$ cat src/rtl/deserializer_impl.sv
// Serial-to-parallel deserializer: rebuilds MSB-first frames into left-aligned words.
// Optional DESERIALIZER_FRAME_ERR_EN adds frame_err_o, which pulses on a discarded short frame.
module deserializer_impl #(
  parameter int DATA_BUS_WIDTH = 16,
  parameter int DATA_MOD_WIDTH = 4,
  parameter int MIN_FRAME_LEN  = 3
) (
  input  logic                      clk_i,
  input  logic                      arst_n_i,
  input  logic                      ser_data_i,
  input  logic                      ser_data_val_i,
  output logic [DATA_BUS_WIDTH-1:0] deser_data_o,
  output logic [DATA_MOD_WIDTH-1:0] deser_data_mod_o,
  output logic                      deser_data_val_o,
  output logic                      busy_o
`ifdef DESERIALIZER_FRAME_ERR_EN
  ,
  output logic                      frame_err_o
`endif
);

  localparam int CW = DATA_MOD_WIDTH + 1;

  typedef enum logic [1:0] {
    S_IDLE    = 2'd0,
    S_COLLECT = 2'd1,
    S_EMIT    = 2'd2
  } state_t;

  state_t                    r_state;
  logic [DATA_BUS_WIDTH-1:0] r_buf;
  logic [CW-1:0]             r_cnt;
  logic [DATA_BUS_WIDTH-1:0] r_data;
  logic [DATA_MOD_WIDTH-1:0] r_mod;
  logic                      r_val;
  logic                      r_busy;
`ifdef DESERIALIZER_FRAME_ERR_EN
  logic                      r_err;
`endif

  logic [DATA_BUS_WIDTH-1:0] w_first_buf;
  logic [DATA_MOD_WIDTH-1:0] w_idx;
  logic                      w_last_bit;
  logic                      w_accept;

  // A new frame starts with every LSB cleared so stale bits never leak through.
  assign w_first_buf = {ser_data_i, {(DATA_BUS_WIDTH-1){1'b0}}};
  assign w_idx       = DATA_MOD_WIDTH'(DATA_BUS_WIDTH-1) - r_cnt[DATA_MOD_WIDTH-1:0];
  assign w_last_bit  = (r_cnt == CW'(DATA_BUS_WIDTH-1));
  assign w_accept    = (r_cnt >= CW'(MIN_FRAME_LEN));

  always_ff @(posedge clk_i or negedge arst_n_i) begin
    if (!arst_n_i) begin
      r_state <= S_IDLE;
      r_buf   <= '0;
      r_cnt   <= '0;
      r_data  <= '0;
      r_mod   <= '0;
      r_val   <= 1'b0;
      r_busy  <= 1'b0;
`ifdef DESERIALIZER_FRAME_ERR_EN
      r_err   <= 1'b0;
`endif
    end else begin
      r_val <= 1'b0;
`ifdef DESERIALIZER_FRAME_ERR_EN
      r_err <= 1'b0;
`endif
      case (r_state)
        S_IDLE: begin
          if (ser_data_val_i) begin
            r_buf   <= w_first_buf;
            r_cnt   <= CW'(1);
            r_state <= S_COLLECT;
            r_busy  <= 1'b1;
          end
        end
        S_COLLECT: begin
          if (ser_data_val_i) begin
            r_buf[w_idx] <= ser_data_i;
            r_cnt        <= r_cnt + CW'(1);
            if (w_last_bit) begin
              r_state <= S_EMIT;
              r_busy  <= 1'b0;
            end
          end else begin
            r_state <= S_EMIT;
            r_busy  <= 1'b0;
          end
        end
        S_EMIT: begin
          if (w_accept) begin
            r_data <= r_buf;
            r_mod  <= r_cnt[DATA_MOD_WIDTH-1:0];
            r_val  <= 1'b1;
          end
`ifdef DESERIALIZER_FRAME_ERR_EN
          else begin
            r_err <= 1'b1;
          end
`endif
          // A valid bit in the emit cycle opens the next frame without losing it.
          if (ser_data_val_i) begin
            r_buf   <= w_first_buf;
            r_cnt   <= CW'(1);
            r_state <= S_COLLECT;
            r_busy  <= 1'b1;
          end else begin
            r_cnt   <= '0;
            r_state <= S_IDLE;
          end
        end
        default: begin
          r_state <= S_IDLE;
          r_busy  <= 1'b0;
        end
      endcase
    end
  end

  assign deser_data_o     = r_data;
  assign deser_data_mod_o = r_mod;
  assign deser_data_val_o = r_val;
  assign busy_o           = r_busy;
`ifdef DESERIALIZER_FRAME_ERR_EN
  assign frame_err_o      = r_err;
`endif

endmodule
$ cat config.mk
export PLATFORM = sky130hd
export DESIGN_NAME = deserializer_impl
export DESIGN_NICKNAME = d
export VERILOG_FILES = /design/src/rtl/deserializer_impl.sv
export SDC_FILE = /design/constraint.sdc
export NUM_CORES = 1
export LEC_CHECK = 0
export CORE_MARGIN = 3
export CORE_UTILIZATION = 40
export CTS_BUF_LIST = sky130_fd_sc_hd__clkbuf_16
export CTS_CLUSTER_DIAMETER = 30
export DETAILED_ROUTE_END_ITERATION = 10
export GPL_ROUTABILITY_DRIVEN = 0
export PLACE_DENSITY_LB_ADDON = 0.25
export SYNTH_ARGS = -nofsm -noshare
export SYNTH_HDL_FRONTEND = slang
export SYNTH_SLANG_ARGS = --single-unit
export TNS_END_PERCENT = 10
$ cat constraint.sdc
create_clock -name clk_i -period 2.7 [get_ports clk_i]
set_clock_uncertainty 0.1 [all_clocks]
set_input_delay 0.54 -clock clk_i [delete_from_list [all_inputs] [get_ports clk_i]]
set_output_delay 0.54 -clock clk_i [all_outputs]
set_load 0.01 [all_outputs]
# ---- Word level (Yosys, flattened, before mapping)
# Index checks and enable logic that the tools add are counted.
dict set report totals {
  register_bits 45
  latchBits 0
  mem_bits_rw 0
  mem_bits_ro 0
  in_bits 4
  out_inout_bits 22
  word_cells 50
  n_memories 0
}
dict set report op_classes {
  add_sub_neg 2
  mul 0
  div 0
  n_lt_le_gt_ge 3
  n_eq_ne 7
  n_shift 0
  mux 21
  bitwise_logic 0
  n_reduce_logical 10
}
# op n
set ops {}
lappend ops {{$mux W16} 2}
lappend ops {{$pmux W16 S2} 1}
lappend ops {{$bwmux W16} 1}
lappend ops {{$pmux W5 S3} 1}
lappend ops {{$mux W5} 2}
lappend ops {{$mux W1} 8}
lappend ops {{$mux W2} 3}
lappend ops {{$pmux W2 S3} 1}
lappend ops {{$reduce_and A2 Y1} 3}
lappend ops {{$reduce_and A3 Y1} 2}
lappend ops {{$add A5 B1 Y5 const B} 1}
lappend ops {{$eq A5 B4 Y1 const B} 1}
lappend ops {{$ge A5 B2 Y1 const B} 1}
lappend ops {{$lt A4 B5 Y1 const B} 1}
lappend ops {{$demux W1 S4} 1}
lappend ops {{$ge A4 B1 Y1 const B} 1}
lappend ops {{$ne A2 B2 Y1 const B} 2}
lappend ops {{$sub A4 B4 Y4 const A} 1}
lappend ops {{$ne A3 B3 Y1 const B} 1}
lappend ops {{$reduce_bool A3 Y1} 1}
lappend ops {{$eq A2 B1 Y1 const B} 1}
lappend ops {{$eq A2 B2 Y1 const B} 1}
lappend ops {{$logic_not A2 Y1} 1}
lappend ops {{$ne A2 B1 Y1 const B} 1}
lappend ops {{4 further kinds} 4}

# ---- Depth between registers and ports, before layout
dict set report logic_depth {
  word_depth 8
  mapped_depth 8
  mapped_depth_nobuf 5
}

# ---- Worst setup path before layout
# Ideal clock, no wire load.
dict set report synth_timing {
  path_type {register to register}
  from {reg r_cnt[0]}
  to {reg r_data[10], in the netlist deser_data_o[10]}
  setup_time_ps 125
  arrival_ps 1871
  t_required_ps 2475
  slack_ps 604
  stages_incl_launch_ff 6
  path_buffers 1
  synth_period_minus_slack_ps 2096
  path_cell_list {dfrtp_1 > ha_1 > a211o_1 > o31ai_4 > buf_6 > mux2_4}
}
dict set report synth_between {
  elab_chain_len 2
}
# element line_no
set synth_rtl {}
lappend synth_rtl {{from (decl)} 32} ;# logic [CW-1:0] r_cnt;
lappend synth_rtl {{from (signal assigned)} 81} ;# r_cnt <= r_cnt + CW'(1);
lappend synth_rtl {{$ge A5 B2 Y1} 50} ;# assign w_accept = (r_cnt >= CW'(MIN_FRAME_LEN));
lappend synth_rtl {{$reduce_and A2 Y1 (no source line)} n/a}
lappend synth_rtl {{to (signal assigned)} 93} ;# r_data <= r_buf;
lappend synth_rtl {{to (decl)} 33} ;# logic [DATA_BUS_WIDTH-1:0] r_data;
# Every way passes these cells.
# A chain may end at the register's enable or synchronous reset.

# ---- Worst setup path after layout
dict set report layout_timing {
  from {reg r_state[0]}
  to {reg r_buf[15]}
}
dict set report layout_between {
  elab_chain_len 4
  elab_cells_between_ends 9
  cone_classes {eq/ne: 4; mux: 1; reduce/logical: 4}
}
# element line_no
set layout_rtl {}
lappend layout_rtl {{from (decl)} 30} ;# state_t r_state;
lappend layout_rtl {{from (signal assigned)} 54} ;# r_state <= S_IDLE;
lappend layout_rtl {{from (signal assigned)} 74} ;# r_state <= S_COLLECT;
lappend layout_rtl {{from (signal assigned)} 83} ;# r_state <= S_EMIT;
lappend layout_rtl {{$eq A2 B2 Y1 / $logic_not A2 Y1 (equally long branches)} 69} ;# case (r_state)
lappend layout_rtl {{$reduce_or A2 Y1 (no source line)} n/a}
lappend layout_rtl {{$ne A2 B1 Y1 (no source line) / $reduce_bool A2 Y1 (equally long branches)} n/a}
lappend layout_rtl {{$reduce_and A3 Y1 (no source line)} n/a}
lappend layout_rtl {{to (signal assigned)} 72} ;# r_buf <= w_first_buf;
lappend layout_rtl {{to (signal, indexed assignment)} 80} ;# r_buf[w_idx] <= ser_data_i;
lappend layout_rtl {{to (signal assigned)} 104} ;# r_buf <= w_first_buf;
lappend layout_rtl {{to (decl)} 31} ;# logic [DATA_BUS_WIDTH-1:0] r_buf;
# Parallel ways exist; a longest one is shown, timed or not.

==> flow_metrics.tcl <==
set metrics [dict create \
    min_period_ns 2.13 \
    num_vias 1612 \
    path_max_fanout 18 \
    muxShareOfSynthArea_pct 12.3 \
    cellLeakagePower_nw 1.31 \
    grtUsageTotal_pct 15.5 \
    clk_pin_slew_worst_paths_ns 0.06 \
    crit_path_start_kind "register" \
    ir_drop_mv 0.371 \
    grt_pass1_vias 1680 \
    synth_top_cell_by_area "dfrtp_1" \
    viasPerCell 5.82 \
    synth_top_family_by_area "compound AO/OA/AOI/OAI gates" \
    hold_class "primary input to asynchronous set/reset pin" \
    synth_compound_area_share_pct 18.9 \
    route.detailed.drc 0 \
    synth.most_common_cell "dfrtp_1" \
    syn-cell-area_um2 2280 \
    port_buffers 25 \
    rsz0062_at_grt "no" \
    synth_area_leaders "dfrtp_1 49%, a22o_1 7.7%, o221ai_1 6.1%" \
    final_nets 220 \
    htreeDepth 2 \
    slew_violations 0 \
    cap_violations 0 \
    wl_mm 4.59 \
    critPathRequiredTime_ns 2.77 \
    maxSlewHeadroom_pct 35.4 \
    power_density_nw_per_um2 862 \
    drt-pass1-iter-count 4 \
    syn_area_per_cell_um2 12.5 \
    min_period_over_period_pct 78.8 \
    max_freq_mhz 470 \
    rows 26 \
    end_kind "register" \
    postCtsHoldBufs 0 \
    synth_simple_gate_area_share_pct 9.82 \
    synthTopCellsByCount "45 x dfrtp_1, 20 x a22o_1, 16 x o221ai_1" \
    cts_buffers 5 \
    yosys_most_used_dff "dfrtp_1" \
    grt_overflow_total 0 \
    ys_warn_count 0 \
    synthesis.nets 197 \
    hold_viol 0 \
    grt_use_met3_pct 3.95 \
    drive_gt1_share_pct 17.9 \
    synth_cell_types 32 \
    fin_ws_ns 0.573 \
    synth_top_area_share_pct 49.4 \
    cts_resized 0 \
    synth-seq-cells 45 \
    design.die.area_um2 6640 \
    cts_sinks 45 \
    insertion_delay_ns 0.28 \
    synth-edff-count 0 \
    cts_root_buf "clkbuf_16" \
    io_pins 26 \
    start_util_pct 43.0 \
    antenna_found_initial 0 \
    grt_use_met1_pct 20.1 \
    setup_viol 0 \
    cts_setup_buffers 0 \
    status "finished clean" \
    area_growth_syn_to_layout_pct 19.6 \
    cts_buffer_depth 2 \
    n_antenna_cell 0 \
    ant_nets 0 \
    dp.final_hpwl_mm 3.14 \
    crit_type "register to register" \
    r2r_cells 5 \
    synth_cells 183 \
    synth.yosys.seq_area_share_pct 49.4 \
    synth-xor-area-share_pct 0 \
    top_usage_layer "met2" \
    coreArea_um2 5300 \
    grt_first_pass_wirelength_mm 8.06 \
    cts_tree "done" \
    die_w_um 81.5 \
    pre_cts_ws_ns 0.396 \
    crit_arrival_ns 2.20 \
    die_h_um 81.5 \
    tns_ns 0 \
    tightest_slew_ns 0.970 \
    routedWlPerCell_um 16.6 \
    synthArstFlopShare_pct 100 \
    grt_max_degree 46 \
    drt_iter0_drc 185 \
    synth_adder_area_share_pct 5.49 \
    grt_use_met2_pct 25.3 \
]
-- placed cells by master (no fill, tap or decap), types with 2 or more instances in the layout --
cell type        Yosys  routed
o21ai_0              2       2
mux2_4               9       9
nand2b_1             2       2
and3_1               5       5
nor3b_1              4       4
dfrtp_1             45      45
o221ai_1            16      16
mux2_2              12      12
inv_1                7       7
nand2_1              5       5
ha_1                10      10
buf_4                0       5
and3b_1              8       8
nor2b_1              5       5
clkinv_1             1       2
clkbuf_16            0       5
a22o_1              20      20
clkdlybuf4s50_1      0      24
o22ai_1              5       5
-- final timing paths --
path | start | slack (ns) | to
setup reg to reg | r_state[0] | 0.57 | r_buf[15]
hold reg to reg | r_buf[1] | 0.40 | r_buf[1]
hold / removal | arst_n_i | 0.31 | r_buf[15]
min in group clk_i | r_buf[1] | 0.40 | r_buf[1]
max in group asynchronous | arst_n_i | 1.58 | busy_o
setup / recovery | r_state[0] | 0.57 | r_buf[15]
-- per-stage QoR --
step	std cells	utilization, %	area [um^2]	power [mW]	hold slack (ns)
after detailed placement	269	48.8	2590	1.77	0.386
after global placement	269	48.8	2590	1.74	0.389
after global routing	277	51.5	2730	2.52	0.415
final	277	51.5	2730	2.35	0.314
after floorplan	183	-	2280	1.51	0.144
after CTS	277	51.5	2730	2.37	0.372
-- worst max-delay path: stages (launching register included) --
cell and delay [ns]:
dfrtp_1 0.51, inv_1 0.12, ha_1 0.24, or2_2 0.45
o221ai_1 0.23, mux2_2 0.35
-- cell type report --
type                            count  area, um^2
Clock inverter                      3        17.5
Sequential cell                    45        1130
Multi-Input combinational cell    116        1060
Inverter                            8        30.0
Clock buffer                        5         125
Tap cell                           70        87.6
Timing Repair Buffer               30         283
Fill cell                         464        2570
-- per-layer routing --
metal / wire length (um) / share of wire, %
met5: 0 / 0
met4: 38 / 0.83
met3: 187 / 4.1
met2: 2250 / 49
met1: 2110 / 46
-- power by group --
| part | internal, mW | switching [mW] |
|---|---|---|
| sequential | 0.769 | 0.0973 |
| clock | 0.340 | 0.251 |
| combinational | 0.428 | 0.468 |
| total | 1.54 | 0.816 |
-- flip-flops by register name, indices dropped and copies added (netlist names) --
name              count
deser_data_mod_o      4
deser_data_o         16
r_cnt                 5
r_buf                16
deser_data_val_o      1
busy_o                1
r_state               2
-- kinds of logic after synthesis --
group / Yosys count
AND/OR/NAND/NOR: 34
flip-flops: 45
buffers and inverters: 22
multiplexers: 22
AO/OA/AOI/OAI: 50
adder cells (fa/ha/maj): 10
No activity file was read; power rests on OpenSTA's default activity.
